### config.mk
export PLATFORM = sky130hd
export DESIGN_NAME = fifo_to_com
export DESIGN_NICKNAME = d
export VERILOG_FILES = /design/src/rtl/fifo_to_com.sv
export SDC_FILE = /design/constraint.sdc
export NUM_CORES = 1
export LEC_CHECK = 0
export ABC_AREA = 0
export CAP_MARGIN = 20
export CORE_MARGIN = 5
export CORE_UTILIZATION = 40
export DETAILED_ROUTE_END_ITERATION = 16
export GPL_TIMING_DRIVEN = 0
export PLACE_DENSITY = 0.61
export REMOVE_ABC_BUFFERS = 1
export SYNTH_ARGS = -nofsm -noshare
export SYNTH_HDL_FRONTEND = slang
export SYNTH_SLANG_ARGS = --single-unit
### constraint.sdc
create_clock -name clk -period 4.06 [get_ports clk]
set_input_delay 0.406 -clock clk [delete_from_list [all_inputs] [get_ports clk]]
set_output_delay 0.406 -clock clk [all_outputs]
set_load 0.02 [all_outputs]
### src/rtl/fifo_to_com.sv
// Drains the byte FIFO onto an 8N1 UART TX line, keeps a serial CRC8 over the
// data bytes sent, and appends that CRC as a frame trailer on request.
module fifo_to_com #(
  parameter int unsigned CLKS_PER_BIT = 5208,
  parameter logic [7:0]  CRC_POLY     = 8'h07
) (
  input  logic       clk,
  input  logic       reset,
  input  logic       enable,
  input  logic       fifo_empty,
  input  logic [7:0] fifo_data_in,
  output logic       fifo_re,
  input  logic       send_crc,
  output logic       tx,
  output logic       busy,
  output logic       isFinish,
  output logic [7:0] CRC,
  output logic [2:0] state
);

  localparam int unsigned BAUD_W = (CLKS_PER_BIT > 1) ? $clog2(CLKS_PER_BIT) : 1;
  localparam int unsigned BIT_W  = 4;
  localparam logic [BAUD_W-1:0] BAUD_LAST = BAUD_W'(CLKS_PER_BIT - 1);
  localparam logic [BIT_W-1:0]  STOP_IDX  = BIT_W'(9);
  localparam logic [BIT_W-1:0]  DATA_LAST = BIT_W'(8);
  localparam logic [BIT_W-1:0]  CRC_LAST  = BIT_W'(7);

  typedef enum logic [2:0] {
    IDLE     = 3'd0,
    READ     = 3'd1,
    LATCH    = 3'd2,
    CRC_CALC = 3'd3,
    SEND     = 3'd4,
    DONE     = 3'd5
  } state_e;

  state_e              state_q, state_d;
  logic                tx_q, tx_d;
  logic                fifo_re_q, fifo_re_d;
  logic                busy_q, busy_d;
  logic                fin_q, fin_d;
  logic [7:0]          crc_q, crc_d;
  logic                crc_req_q, crc_req_d;
  logic                trailer_q, trailer_d;
  logic [7:0]          shift_q, shift_d;
  logic [7:0]          data_q, data_d;
  logic [BIT_W-1:0]    bit_q, bit_d;
  logic [BAUD_W-1:0]   baud_q, baud_d;

  logic [2:0]          crc_idx;
  logic                crc_fb;
  logic [7:0]          crc_step;

  // State and datapath registers; reset parks the line high
  always_ff @(posedge clk or negedge reset) begin
    if (!reset) begin
      state_q   <= IDLE;
      tx_q      <= 1'b1;
      fifo_re_q <= 1'b0;
      busy_q    <= 1'b0;
      fin_q     <= 1'b0;
      crc_q     <= 8'h00;
      crc_req_q <= 1'b0;
      trailer_q <= 1'b0;
      shift_q   <= 8'h00;
      data_q    <= 8'h00;
      bit_q     <= '0;
      baud_q    <= '0;
    end else begin
      state_q   <= state_d;
      tx_q      <= tx_d;
      fifo_re_q <= fifo_re_d;
      busy_q    <= busy_d;
      fin_q     <= fin_d;
      crc_q     <= crc_d;
      crc_req_q <= crc_req_d;
      trailer_q <= trailer_d;
      shift_q   <= shift_d;
      data_q    <= data_d;
      bit_q     <= bit_d;
      baud_q    <= baud_d;
    end
  end

  // One CRC8 step over the latched byte, MSB first
  always_comb begin
    crc_idx  = 3'd7 - bit_q[2:0];
    crc_fb   = crc_q[7] ^ data_q[crc_idx];
    crc_step = {crc_q[6:0], 1'b0} ^ (crc_fb ? CRC_POLY : 8'h00);
  end

  // Next-state and output decode
  always_comb begin
    state_d   = state_q;
    tx_d      = tx_q;
    crc_d     = crc_q;
    crc_req_d = crc_req_q | send_crc;
    trailer_d = trailer_q;
    shift_d   = shift_q;
    data_d    = data_q;
    bit_d     = bit_q;
    baud_d    = baud_q;

    case (state_q)
      IDLE: begin
        tx_d = 1'b1;
        if (enable && !fifo_empty) begin
          state_d = READ;
        end else if (enable && crc_req_q) begin
          // Trailer only goes out once the FIFO has drained
          shift_d   = crc_q;
          trailer_d = 1'b1;
          crc_req_d = send_crc;
          bit_d     = '0;
          baud_d    = '0;
          tx_d      = 1'b0;
          state_d   = SEND;
        end
      end
      READ: begin
        state_d = LATCH;
      end
      LATCH: begin
        shift_d   = fifo_data_in;
        data_d    = fifo_data_in;
        trailer_d = 1'b0;
        bit_d     = '0;
        state_d   = CRC_CALC;
      end
      CRC_CALC: begin
        crc_d = crc_step;
        if (bit_q == CRC_LAST) begin
          bit_d   = '0;
          baud_d  = '0;
          tx_d    = 1'b0;
          state_d = SEND;
        end else begin
          bit_d = bit_q + BIT_W'(1);
        end
      end
      SEND: begin
        if (baud_q == BAUD_LAST) begin
          baud_d = '0;
          if (bit_q == STOP_IDX) begin
            tx_d    = 1'b1;
            state_d = trailer_q ? DONE : IDLE;
          end else begin
            bit_d = bit_q + BIT_W'(1);
            // bit_q counts the bit just finished: 0 start, 1..8 data
            if (bit_q < DATA_LAST) begin
              tx_d    = shift_q[0];
              shift_d = {1'b0, shift_q[7:1]};
            end else begin
              tx_d = 1'b1;
            end
          end
        end else begin
          baud_d = baud_q + BAUD_W'(1);
        end
      end
      DONE: begin
        crc_d     = 8'h00;
        trailer_d = 1'b0;
        state_d   = IDLE;
      end
      default: begin
        tx_d    = 1'b1;
        state_d = IDLE;
      end
    endcase

    fifo_re_d = (state_d == READ);
    busy_d    = (state_d != IDLE);
    fin_d     = (state_d == DONE);
  end

  assign fifo_re  = fifo_re_q;
  assign tx       = tx_q;
  assign busy     = busy_q;
  assign isFinish = fin_q;
  assign CRC      = crc_q;
  assign state    = state_q;

endmodule

Yosys cells after proc, flatten, opt, wreduce, memory -nomap -nowiden:

Cells that the tools add are included.

* bitwise operators: 4
* multiplexer cells: 41
* magnitude comparators: 2
* reduce and logical (&&, ||, !) cells: 17
* eq/ne operators: 16
* add/subtract/negate cells: 3

Operators by type and width (count)
* 2-to-1 mux 13 bit: 4
* 2-to-1 mux 8 bit: 5
* one-hot mux 13 bit (3 select lines): 1
* one-hot mux 8 bit (3 select lines): 1
* 2-to-1 mux 3 bit: 7
* 2-to-1 mux 4 bit: 5
* one-hot mux 4 bit (4 select lines): 1
* one-hot mux 8 bit (2 select lines): 1
* one-hot mux 3 bit (5 select lines): 1
* adder 13 x 1 -> 13 bit (second input constant): 1
* == test 13 bit (second input constant): 1
* 2-to-1 mux 1 bit: 12
* != test 2 bit (second input constant): 6
* == test 3 bit (second input constant): 3
* nonzero test 3 bit: 3
* XOR 8 x 3 -> 8 bit: 1
* == test 3 x 1 -> 1 bit (second input constant): 2
* == test 3 x 2 -> 1 bit (second input constant): 2
* AND reduction 3 bit: 2
* AND reduction 6 bit: 1
* AND reduction 5 bit: 1
* adder 4 x 1 -> 4 bit (second input constant): 1
* == test 4 x 3 -> 1 bit (second input constant): 1
* == test 4 bit (second input constant): 1
* 17 further kinds: 19

* input bits: 13
* word-level logic and storage cells: 95
* register bits: 50
* output and inout port bits: 15

Logic depth before layout (Yosys ltp):

* depth after elaboration: 7
* gate-level depth with buffers: 7
* gate-level depth less buffers: 7

Least setup slack after synthesis:

OpenSTA, ideal clock, no wires.

* path kind: flip-flop to flip-flop
* start: register baud_q[5]
* end: register busy_q, in the netlist busy
* path slack: 2.041 ns
* clock period less this slack: 2.019 ns
* arrival: 1.888 ns
* required time: 3.929 ns
* cell stages (with the launch flop): 7
* path buffers: 1
* setup time: 0.131 ns
* cell sequence: dfrtp_1 -> buf_6 -> or4b_4 -> nor4_4 -> and3b_1 -> o22ai_1 -> or3_1

* longest elaborated chain between the ends: 4

RTL lines
* from (decl): RTL line 48 `logic [BAUD_W-1:0] baud_q, baud_d;`
* from (signal assigned): RTL line 81 `baud_q <= baud_d;`
* == test 13 bit: RTL line 142 `if (baud_q == BAUD_LAST) begin`
* 2-to-1 mux 3 bit: RTL line 142
* one-hot mux 3 bit (5 select lines): RTL line 104 `case (state_q)`
* via state_d[2]: RTL line 37 `state_e state_q, state_d;`
* nonzero test 3 bit: RTL line 173 `busy_d = (state_d != IDLE);`
* via busy_d: RTL line 40 `logic busy_q, busy_d;`
* to (signal assigned): RTL line 73 `busy_q <= busy_d;`
* to (decl): RTL line 40

The timed path passes the listed nets, and every way through them passes these cells.
A chain may end at the register's enable or synchronous reset.

Final worst setup path:

* start: register state_q[2], in the netlist state[2]
* end: register baud_q[6]

* longest elaborated chain between the ends: 3
* elaborated cells between the ends (all ways): 9

RTL lines
* from (decl): RTL line 37
* from (signal assigned): RTL line 70 `state_q <= state_d;`
* == test 3 x 2 -> 1 bit, or another cell as far along: RTL line 104
* != test 2 bit (no line) or nonzero test 3 bit (tied branches)
* AND reduction 4 bit (no line)

Parallel ways exist; a longest one is shown, timed or not.

==> results.ini <==
[setup_path]
crit_path_end_kind = flop
worstPathRequired_ns = 4.29
cp-start-kind = flop
cp_max_fo = 17
r2r_cells = 4
arrival_ns = 2.91
critical_path_class = reg2reg

[sta]
finalCritPeriodShare_pct = 65.9
max_freq_ghz = 0.374
finalSetupViolations = 0
timing.final.crit_period_ns = 2.68
rsz0062_at_grt = no
hold_viol_final = 0
tightest_slew_ns = 0.981
slew_violations = 0
finClkSkew_ns = 0.00747
slew_headroom_pct = 34.4
finalSetupTns_ns = 0

[clock_network]
clk_path_buf_depth = 2
cts_num_sinks = 50
clock_latency_ns = 0.31
htreeDepth = 2
ctsHoldBuffers = 0
cts_tree = done
clk_pin_slew_ns = 0.09
cts-root-buf = clkbuf_8
ctsResizeCount = 0
cts_setup_buffers = 0
cts_buffers = 5

[floorplanning]
io_pins = 28
core_area_mm2 = 0.00624
core.rowCount = 29
start_util_pct = 40.6
fp.dieH_um = 89.6
die_w_um = 89.6
die_area_mm2 = 0.00803

[layout]
drive_above_1_share_pct = 8.21
fillCellCount = 597
area_growth_pct = 16.4
diodes = 0
fin_util_pct = 47.3
multi_input_area_mm2 = 0.00120
layout.nets = 296
stdcell_count = 357
seq_area_mm2 = 0.00125

[yosys]
synth_most_common_cell = dfrtp_1
synthArstFlopShare_pct = 100
synth_area_leaders = dfrtp_1, o21ai_0, a22o_1, a21oi_1, mux2_2
synth_top_area_share_pct = 48.4
postSynthAreaPerCell_um2 = 9.94
synth_warnings = 0
yosys_register_bits = 50
yosys_most_used_dff = dfrtp_1
netlist_instances = 255
yosys-top-cells-count = dfrtp_1, o21ai_0, nand2_1
synth_area_mm2 = 0.00253
ys_types = 45
synth_area_leader_cell = dfrtp_1
synth-edff-count = 0
seq_area_frac_synth_pct = 49.4

[placement]
gp_congestion = 0.851
place_inst = 350
io_buffer_count = 27
hpwl_um = 4010

[global_route]
grt_pass1_wl_um = 10100
antenna_found_initial = 0
grt_overflow = 0
track_usage_pct = 16.3
grt_pass1_vias = 2081
grt_max_degree = 27

[worst_hold_path]
min_path_type = in2async

[power]
p_leak_nw = 1.23
ir_worst_vdd_mv = 0.336
p_per_area_mw_per_mm2 = 642

[routing]
ant_nets = 0
vias = 2058
finalWirelength_um = 5850
post_drt_wl_per_cell_um = 16.4
drt-pass1-iter-count = 5
routed_via_density = 5.76
first_iter_violations = 155
drcViolationCount = 0

[run]
cap_violations = 0

[run_status]
status = completed

sequential cells by signal, indices dropped and copies added, names as in the netlist:
| register | count |
|---|---|
| CRC | 8 |
| baud_q | 13 |
| bit_q | 4 |
| busy | 1 |
| crc_req_q | 1 |
| data_q | 8 |
| fifo_re | 1 |
| isFinish | 1 |
| shift_q | 8 |
| state | 3 |
| trailer_q | 1 |
| tx | 1 |
path summary, 6_finish.rpt:
| path | slack (ns) | from | to |
|---|---|---|---|
| max | 1.38 | state[2] | baud_q[6] |
| min | 0.09 | reset | fifo_re |
| max reg2reg | 1.38 | state[2] | baud_q[6] |
| min reg2reg | 0.49 | shift_q[0] | shift_q[0] |
| max in group asynchronous | 3.41 | reset | shift_q[6] |
| min in group clk | 0.49 | shift_q[0] | shift_q[0] |
where the power goes:
group	total (W)	internal (W)	switching, W
Combinational	0.000780	0.000393	0.000387
Sequential	0.000830	0.000662	0.000168
Clock	0.000284	0.000119	0.000165
Total	0.00189	0.00117	0.000720
layout by cell type (no fill, tap or decap), types with 4 or more instances in the layout:
master,n
clkbuf_8,5
mux2_2,8
nand3_1,12
inv_1,7
nor3_1,5
a22o_1,15
a21oi_1,18
clkdlybuf4s50_1,26
o22ai_1,4
a21o_1,4
nor2_1,18
nand2_1,22
and3_1,4
dfrtp_1,49
o21ai_0,27
final cells by class:
cell class	instances	share of cell area, %
timing repair buffer	29	10.0
clock buffer	7	2.59
multi-input combinational	187	40.8
inverter	7	0.890
tap	77	3.26
sequential	50	42.4
cell families after synthesis:
| family | Yosys count | synth area share, % |
|---|---|---|
| xor+xnor | 3 | 1.04 |
| simple gates | 85 | 17.9 |
| flops | 50 | 49.4 |
| buf+inv | 18 | 3.11 |
| fa+ha+maj | 3 | 1.48 |
| compound gates | 84 | 20.9 |
| mux | 12 | 6.12 |
routing by layer:
metal	up-vias	wire length, um	track usage [%]
met5	-	0	0
met4	0	144	7.17
met3	12	286	3.74
met2	54	2700	25.1
met1	1012	2720	21.9
li1	980	-	-
critical path, stage by stage, from the launching register on:
cell and delay (ns):
dfrtp_1 0.65, or3b_2 0.64, nor2_1 0.81, o21ai_0 0.26, a31oi_1 0.23
per-stage QoR:
stage,instance area [um^2],hold slack (ns),setup slack [ns],total power [W]
global placement,2850,0.468,1.03,0.00160
detailed placement,2880,0.454,1.44,0.00162
global route,2950,0.144,1.23,0.00205
CTS,2950,0.109,1.40,0.00191
finish,2950,0.0892,1.38,0.00189
floorplan,2480,0.110,1.84,0.00134
Note: power is estimated with default switching activity, not from simulation.
==> RTL change 1: new RTL, config.mk and constraints unchanged <==
The localparam `BIT_W` goes from 4 to 6.
--- a/src/rtl/fifo_to_com.sv
+++ b/src/rtl/fifo_to_com.sv
@@ -19,7 +19,7 @@
 );
 
   localparam int unsigned BAUD_W = (CLKS_PER_BIT > 1) ? $clog2(CLKS_PER_BIT) : 1;
-  localparam int unsigned BIT_W  = 4;
+  localparam int unsigned BIT_W  = 6;
   localparam logic [BAUD_W-1:0] BAUD_LAST = BAUD_W'(CLKS_PER_BIT - 1);
   localparam logic [BIT_W-1:0]  STOP_IDX  = BIT_W'(9);
   localparam logic [BIT_W-1:0]  DATA_LAST = BIT_W'(8);
Check against the original RTL: no difference found for any inputs over 10 cycles, from zero or initial values and one cycle with reset low; that may be too few to reach the edited logic, so the function may still have changed.
==> RTL change 1 against the original RTL <==
Sequential cell count grew 2; via count grew 1.7%; cell area up 3.9%; critical path type unchanged; clock skew shrank 0.00073 ns; worst hold slack gained 0.030 ns; critical endpoint is now bit_q[5]$_DFFE_PN0P_; core utilization up 0.73 points; power up 11%; sequential power increased by 18%; synthesized area up 4.3%; fmax increased by 6.6%; largest cell class unchanged; wire length shrank 3.4%; non-clock buffer count unchanged; worst setup slack improved by 0.17 ns; count of clock-buffer cells in the layout unchanged.
==> RTL change 1: results (changes against the original RTL) <==
\begin{tabular}{lr}
\hline
Metric & Value \\
\hline
\multicolumn{2}{l}{\textbf{Outcome}} \\
Result of the run & completed \\
\multicolumn{2}{l}{\textbf{Placement}} \\
Number of instances in the placed design & 360 (+2.9\%) \\
Placer's final routability congestion estimate & 0.780 (-8.4\%) \\
HPWL after DPL & 4030 µm (+0.59\%) \\
Instance area at placement & 2990 µm² (+3.8\%) \\
\multicolumn{2}{l}{\textbf{Routing}} \\
DR vias & 2094 (+1.7\%) \\
Met2 WL post-DR & 2650 µm (-2.1\%) \\
First DRT Iteration DRCs & 140 (-9.7\%) \\
Post-Route M1 WL & 2750 µm (+1.1\%) \\
Drt wl/cell & 15.4 µm (-6.3\%) \\
\multicolumn{2}{l}{\textbf{Critical path}} \\
Signal arrival time at the worst endpoint & 2.74 ns (-0.17 ns) \\
Endpoint of the most critical register-to-register path & bit\_q[5]\$\_DFFE\_PN0P\_ \\
Critical-path cell with the highest stage delay & sky130\_fd\_sc\_hd\_\_dfrtp\_1 \\
Setup slack, reg-to-reg & 1.55 ns (+0.17 ns) \\
Cell count of the worst reg-to-reg path & 5 (+1) \\
Maximum single-stage delay on the critical path & 0.65 ns (-0.16 ns) \\
\multicolumn{2}{l}{\textbf{Global routing}} \\
Largest net degree at the start of global routing & 28 (+3.7\%) \\
Total routing usage reported by global routing & 14.6\% (-1.7 points) \\
First-pass GRT wire length & 10200 µm (+0.34\%) \\
\multicolumn{2}{l}{\textbf{Finish}} \\
Filler cell count & 625 (+4.7\%) \\
Fraction of final layout cells with drive strength greater than 1 & 9.97\% (+1.8 points) \\
Layout Nets & 306 (+3.4\%) \\
\multicolumn{2}{l}{\textbf{Timing}} \\
Headroom to the max-slew limit & 33.9\% (-0.48 points) \\
Worst clock skew & 0.00674 ns (-0.000732 ns) \\
Worst hold slack & 0.119 ns (+0.0302 ns) \\
\multicolumn{2}{l}{\textbf{Logic synthesis}} \\
Main area contributors after synthesis & sky130\_fd\_sc\_hd\_\_dfrtp\_1 48\%, sky130\_fd\_sc\_hd\_\_o21ai\_0 4.4\%, sky130\_fd\_sc\_hd\_\_mux2\_2 3.4\% \\
Post-synthesis instance total & 268 (+5.1\%) \\
Most common library cells after synthesis & 51 x sky130\_fd\_sc\_hd\_\_dfrtp\_1, 24 x sky130\_fd\_sc\_hd\_\_nand2\_1, 23 x sky130\_fd\_sc\_hd\_\_nor2\_1, 23 x sky130\_fd\_sc\_hd\_\_o21ai\_0, 11 x sky130\_fd\_sc\_hd\_\_a31oi\_1 \\
Sequential-to-total area share from yosys stat & 49.3\% (-0.14 points) \\
Unique cell type count in the Yosys netlist & 50 (+11\%) \\
\multicolumn{2}{l}{\textbf{Power and ir drop}} \\
Leakage power & 1.22 nW (-1.4\%) \\
VDD IR-drop max & 0.000433 V (+29\%) \\
\hline
\end{tabular}
==> RTL change 1: cell type report <==
cell class              instances  area, µm²  share of cell area, %
clock buffers                   7       76.3                   2.49
clock inverters                 1       5.00                  0.163
inverters                       4       15.0                  0.490
multi-input cells             198       1270                   41.6
flip-flops and latches         52       1300                   42.5
well taps                      77       96.3                   3.14
repair buffers                 29        297                   9.67
==> RTL change 1: power by group <==
| group | switching [mW] | leakage (nW) | internal, mW |
|---|---|---|---|
| combinational | 0.416 | 0.534 | 0.430 |
| sequential | 0.236 | 0.640 | 0.742 |
| clock | 0.164 | 0.0422 | 0.121 |
| total | 0.816 | 1.22 | 1.29 |
==> RTL change 1: logic make-up (layout without fill, tap and decap cells) <==
| kind of cell | Yosys count | count (layout) | share of synthesized area [%] |
|---|---|---|---|
| buffers and inverters | 18 | 41 | 2.70 |
| and+or+nand+nor | 102 | 102 | 20.7 |
| xor gates and xnor gates | 6 | 6 | 1.99 |
| adders and majority gates | 3 | 3 | 1.42 |
| muxes | 11 | 11 | 5.49 |
| AOI/OAI and AO/OA | 76 | 76 | 18.5 |
| DFF | 52 | 52 | 49.3 |
==> RTL change 1: worst max-delay path by stage <==
stage                                   to          startpoint  slack (ns)  cells past startpoint
CTS                   bit_q[5]$_DFFE_PN0P_  state[2]$_DFF_PN0_        1.56                      5
finish                bit_q[5]$_DFFE_PN0P_  state[2]$_DFF_PN0_        1.55                      5
global route        shift_q[3]$_DFFE_PN0P_  state[2]$_DFF_PN0_        1.37                      5
global placement     data_q[3]$_DFFE_PN0N_               reset        0.95                      1
detailed placement    bit_q[0]$_DFFE_PN0P_  state[2]$_DFF_PN0_        1.56                      5
floorplan           shift_q[7]$_DFFE_PN0P_  state[1]$_DFF_PN0_        1.72                      5
==> RTL change 1: per-stage QoR <==
stage / power [mW] / setup slack [ns]
after CTS: 2.14 / 1.56
after global placement: 1.82 / 0.954
final: 2.11 / 1.55
after floorplan: 1.54 / 1.72
after global routing: 2.31 / 1.37
after detailed placement: 1.84 / 1.56
==> RTL change 1: layer usage <==
metal  global-route usage (%)  up-vias
li1                         -     1029
met1                     20.7     1020
met2                     23.3       39
met3                     2.64        6
met4                     3.67        0
met5                        0        -
==> RTL change 1: critical path, delay by kind of cell, from the launching register on <==
kind / cells / cell delay, ns
compound gates: 3 / 0.90
flops: 1 / 0.65
simple gates: 2 / 0.89
==> RTL change 2: new RTL, config.mk and constraints unchanged <==
Made on the original files. Reset style: synchronous (`reset`), changed in one clocked block.
--- a/src/rtl/fifo_to_com.sv
+++ b/src/rtl/fifo_to_com.sv
@@ -52,7 +52,7 @@
   logic [7:0]          crc_step;
 
   // State and datapath registers; reset parks the line high
-  always_ff @(posedge clk or negedge reset) begin
+  always_ff @(posedge clk) begin
     if (!reset) begin
       state_q   <= IDLE;
       tx_q      <= 1'b1;
Check against the original RTL: differs if reset is asserted again (counterexample within 4 cycles, from zero or initial values and one cycle with reset low); with reset held inactive, the same outputs for 10 cycles.
==> RTL change 2 against the original RTL <==
First-iteration DRC count up 3.9%; non-clock buffer count is the same; cell area is 0.81% lower; worst setup slack got worse by 0.44 ns; wire length up 4.4%; clock skew increased by 0.00088 ns; sequential cell count is the same; synthesized area decreased by 0.84%; fmax is 14% lower; sequential share of layout area shrank 8.2 points.
Power is not compared: it rests on default switching activity, and its combinational part moved more than twofold at a synthesized area within 25%.
==> RTL change 2: results (changes against the original RTL) <==
\begin{tabular}{lr}
\hline
Metric & Value \\
\hline
\multicolumn{2}{l}{\textbf{Finish}} \\
Filler cell count & 634 (+6.2\%) \\
Fraction of final layout cells with drive strength greater than 1 & 8.67\% (+0.45 points) \\
Largest reg by FF count & baud\_q \\
Layout Nets & 338 (+14\%) \\
\multicolumn{2}{l}{\textbf{Placement}} \\
HPWL after DPL & 4270 µm (+6.6\%) \\
Placer's final routability congestion estimate & 0.770 (-9.5\%) \\
\multicolumn{2}{l}{\textbf{Routing}} \\
Drt wl/cell & 15.4 µm (-6.4\%) \\
Max layer used & met4 \\
Met2 WL post-DR & 2590 µm (-4.1\%) \\
First DRT Iteration DRCs & 161 (+3.9\%) \\
1st-pass router iterations & 4 (-1) \\
Post-Route M1 WL & 3220 µm (+18\%) \\
Met3 routed WL & 229 µm (-20\%) \\
\multicolumn{2}{l}{\textbf{Global routing}} \\
Largest net degree at the start of global routing & 26 (-3.7\%) \\
Total routing usage reported by global routing & 16.4\% (+0.085 points) \\
Number of global-route vias before repair & 2123 (+2.0\%) \\
\multicolumn{2}{l}{\textbf{Logic synthesis}} \\
Adder and majority cell fraction of the synthesized area & 1.49\% (+0.013 points) \\
Sequential-to-total area share from yosys stat & 39.8\% (-9.6 points) \\
Unique cell type count in the Yosys netlist & 55 (+22\%) \\
Share of flip-flops with an asynchronous set or reset after synthesis & 0\% (-100 points) \\
Most common library cells after synthesis & 53 x sky130\_fd\_sc\_hd\_\_nand2\_1, 50 x sky130\_fd\_sc\_hd\_\_dfxtp\_1, 31 x sky130\_fd\_sc\_hd\_\_a21oi\_1 \\
Xor/xnor share of the synthesized area & 2.09\% (+1.1 points) \\
Main area contributors after synthesis & sky130\_fd\_sc\_hd\_\_dfxtp\_1 40\%, sky130\_fd\_sc\_hd\_\_nand2\_1 7.9\%, sky130\_fd\_sc\_hd\_\_a21oi\_1 6.2\% \\
Mux cell area share after synthesis & 2.59\% (-3.5 points) \\
Fraction of the mapped netlist area in compound gates & 26.6\% (+5.7 points) \\
\multicolumn{2}{l}{\textbf{Critical path}} \\
Signal arrival time at the worst endpoint & 3.33 ns (+0.42 ns) \\
Maximum single-stage delay on the critical path & 0.96 ns (+0.15 ns) \\
Critical-path cell with the highest stage delay & sky130\_fd\_sc\_hd\_\_nor3b\_2 \\
Critical path peak fanout & 25 (+8) \\
\multicolumn{2}{l}{\textbf{Outcome}} \\
Result of the run & completed \\
\multicolumn{2}{l}{\textbf{Timing}} \\
Headroom to the max-slew limit & 30.8\% (-3.6 points) \\
Final Max Slew Viols & 0 (unchanged) \\
Worst clock skew & 0.00835 ns (+0.000875 ns) \\
\multicolumn{2}{l}{\textbf{Hold path}} \\
Worst Hold Class & reg -> reg \\
\hline
\end{tabular}
-- RTL change 2: layer usage --
layer,up-vias,GRT usage (%)
met5,-,0
met4,0,5.14
met3,6,3.50
met2,48,24.1
met1,1060,23.8
li1,1141,-
-- RTL change 2: cell families after synthesis --
group / after synthesis
flip-flops: 50
buffers and inverters: 28
multiplexers: 4
XOR/XNOR: 6
adder cells (fa/ha/maj): 3
AND/OR/NAND/NOR: 117
AO/OA/AOI/OAI: 97
-- RTL change 2: per-stage QoR --
step / cells / utilization (%) / hold WS [ns] / setup slack, ns / instance area [µm²]
CTS: 397 / 48.5 / 0.462 / 0.937 / 2920
finish: 398 / 48.6 / 0.460 / 0.944 / 2930
detailed placement: 389 / 47.0 / 0.449 / 0.982 / 2830
global placement: 388 / 46.5 / 0.441 / 0.955 / 2800
floorplan: 286 / - / 0.433 / 1.64 / 2440
global route: 398 / 48.6 / 0.483 / 0.629 / 2930
-- RTL change 2: final cells by class --
type | count | share of cell area [%]
Tap cell | 75 | 3.21
Sequential cell | 50 | 34.2
Clock inverter | 1 | 0.171
Multi-Input combinational cell | 227 | 48.0
Timing Repair Buffer | 29 | 10.3
Clock buffer | 7 | 2.95
Inverter | 9 | 1.15
-- RTL change 2: worst paths after layout --
path | from | to | slack (ns) | depth (start not counted)
worst min-delay path | data_q[4]$_SDFFE_PN0N_ | data_q[4]$_SDFFE_PN0N_ | 0.46 | 2
worst min register to register | data_q[4]$_SDFFE_PN0N_ | data_q[4]$_SDFFE_PN0N_ | 0.46 | 2
worst max-delay path | state[2]$_SDFF_PN0_ | shift_q[7]$_SDFFE_PN0P_ | 0.94 | 5
worst max register to register | state[2]$_SDFF_PN0_ | shift_q[7]$_SDFFE_PN0P_ | 0.94 | 5
-- RTL change 2: worst reg2reg max path, delay by kind of cell (launching register included) --
family	cells	cell delay, ns
compound gates	3	0.76
simple gates	2	1.39
flops	1	0.87
-- RTL change 2: report_power, final --
group	leakage, nW	internal [mW]	switching, mW	total (mW)
sequential	0.405	0.506	0.0214	0.528
combinational	0.527	0.0574	0.0772	0.135
clock	0.0482	0.138	0.168	0.306
total	0.981	0.702	0.266	0.968
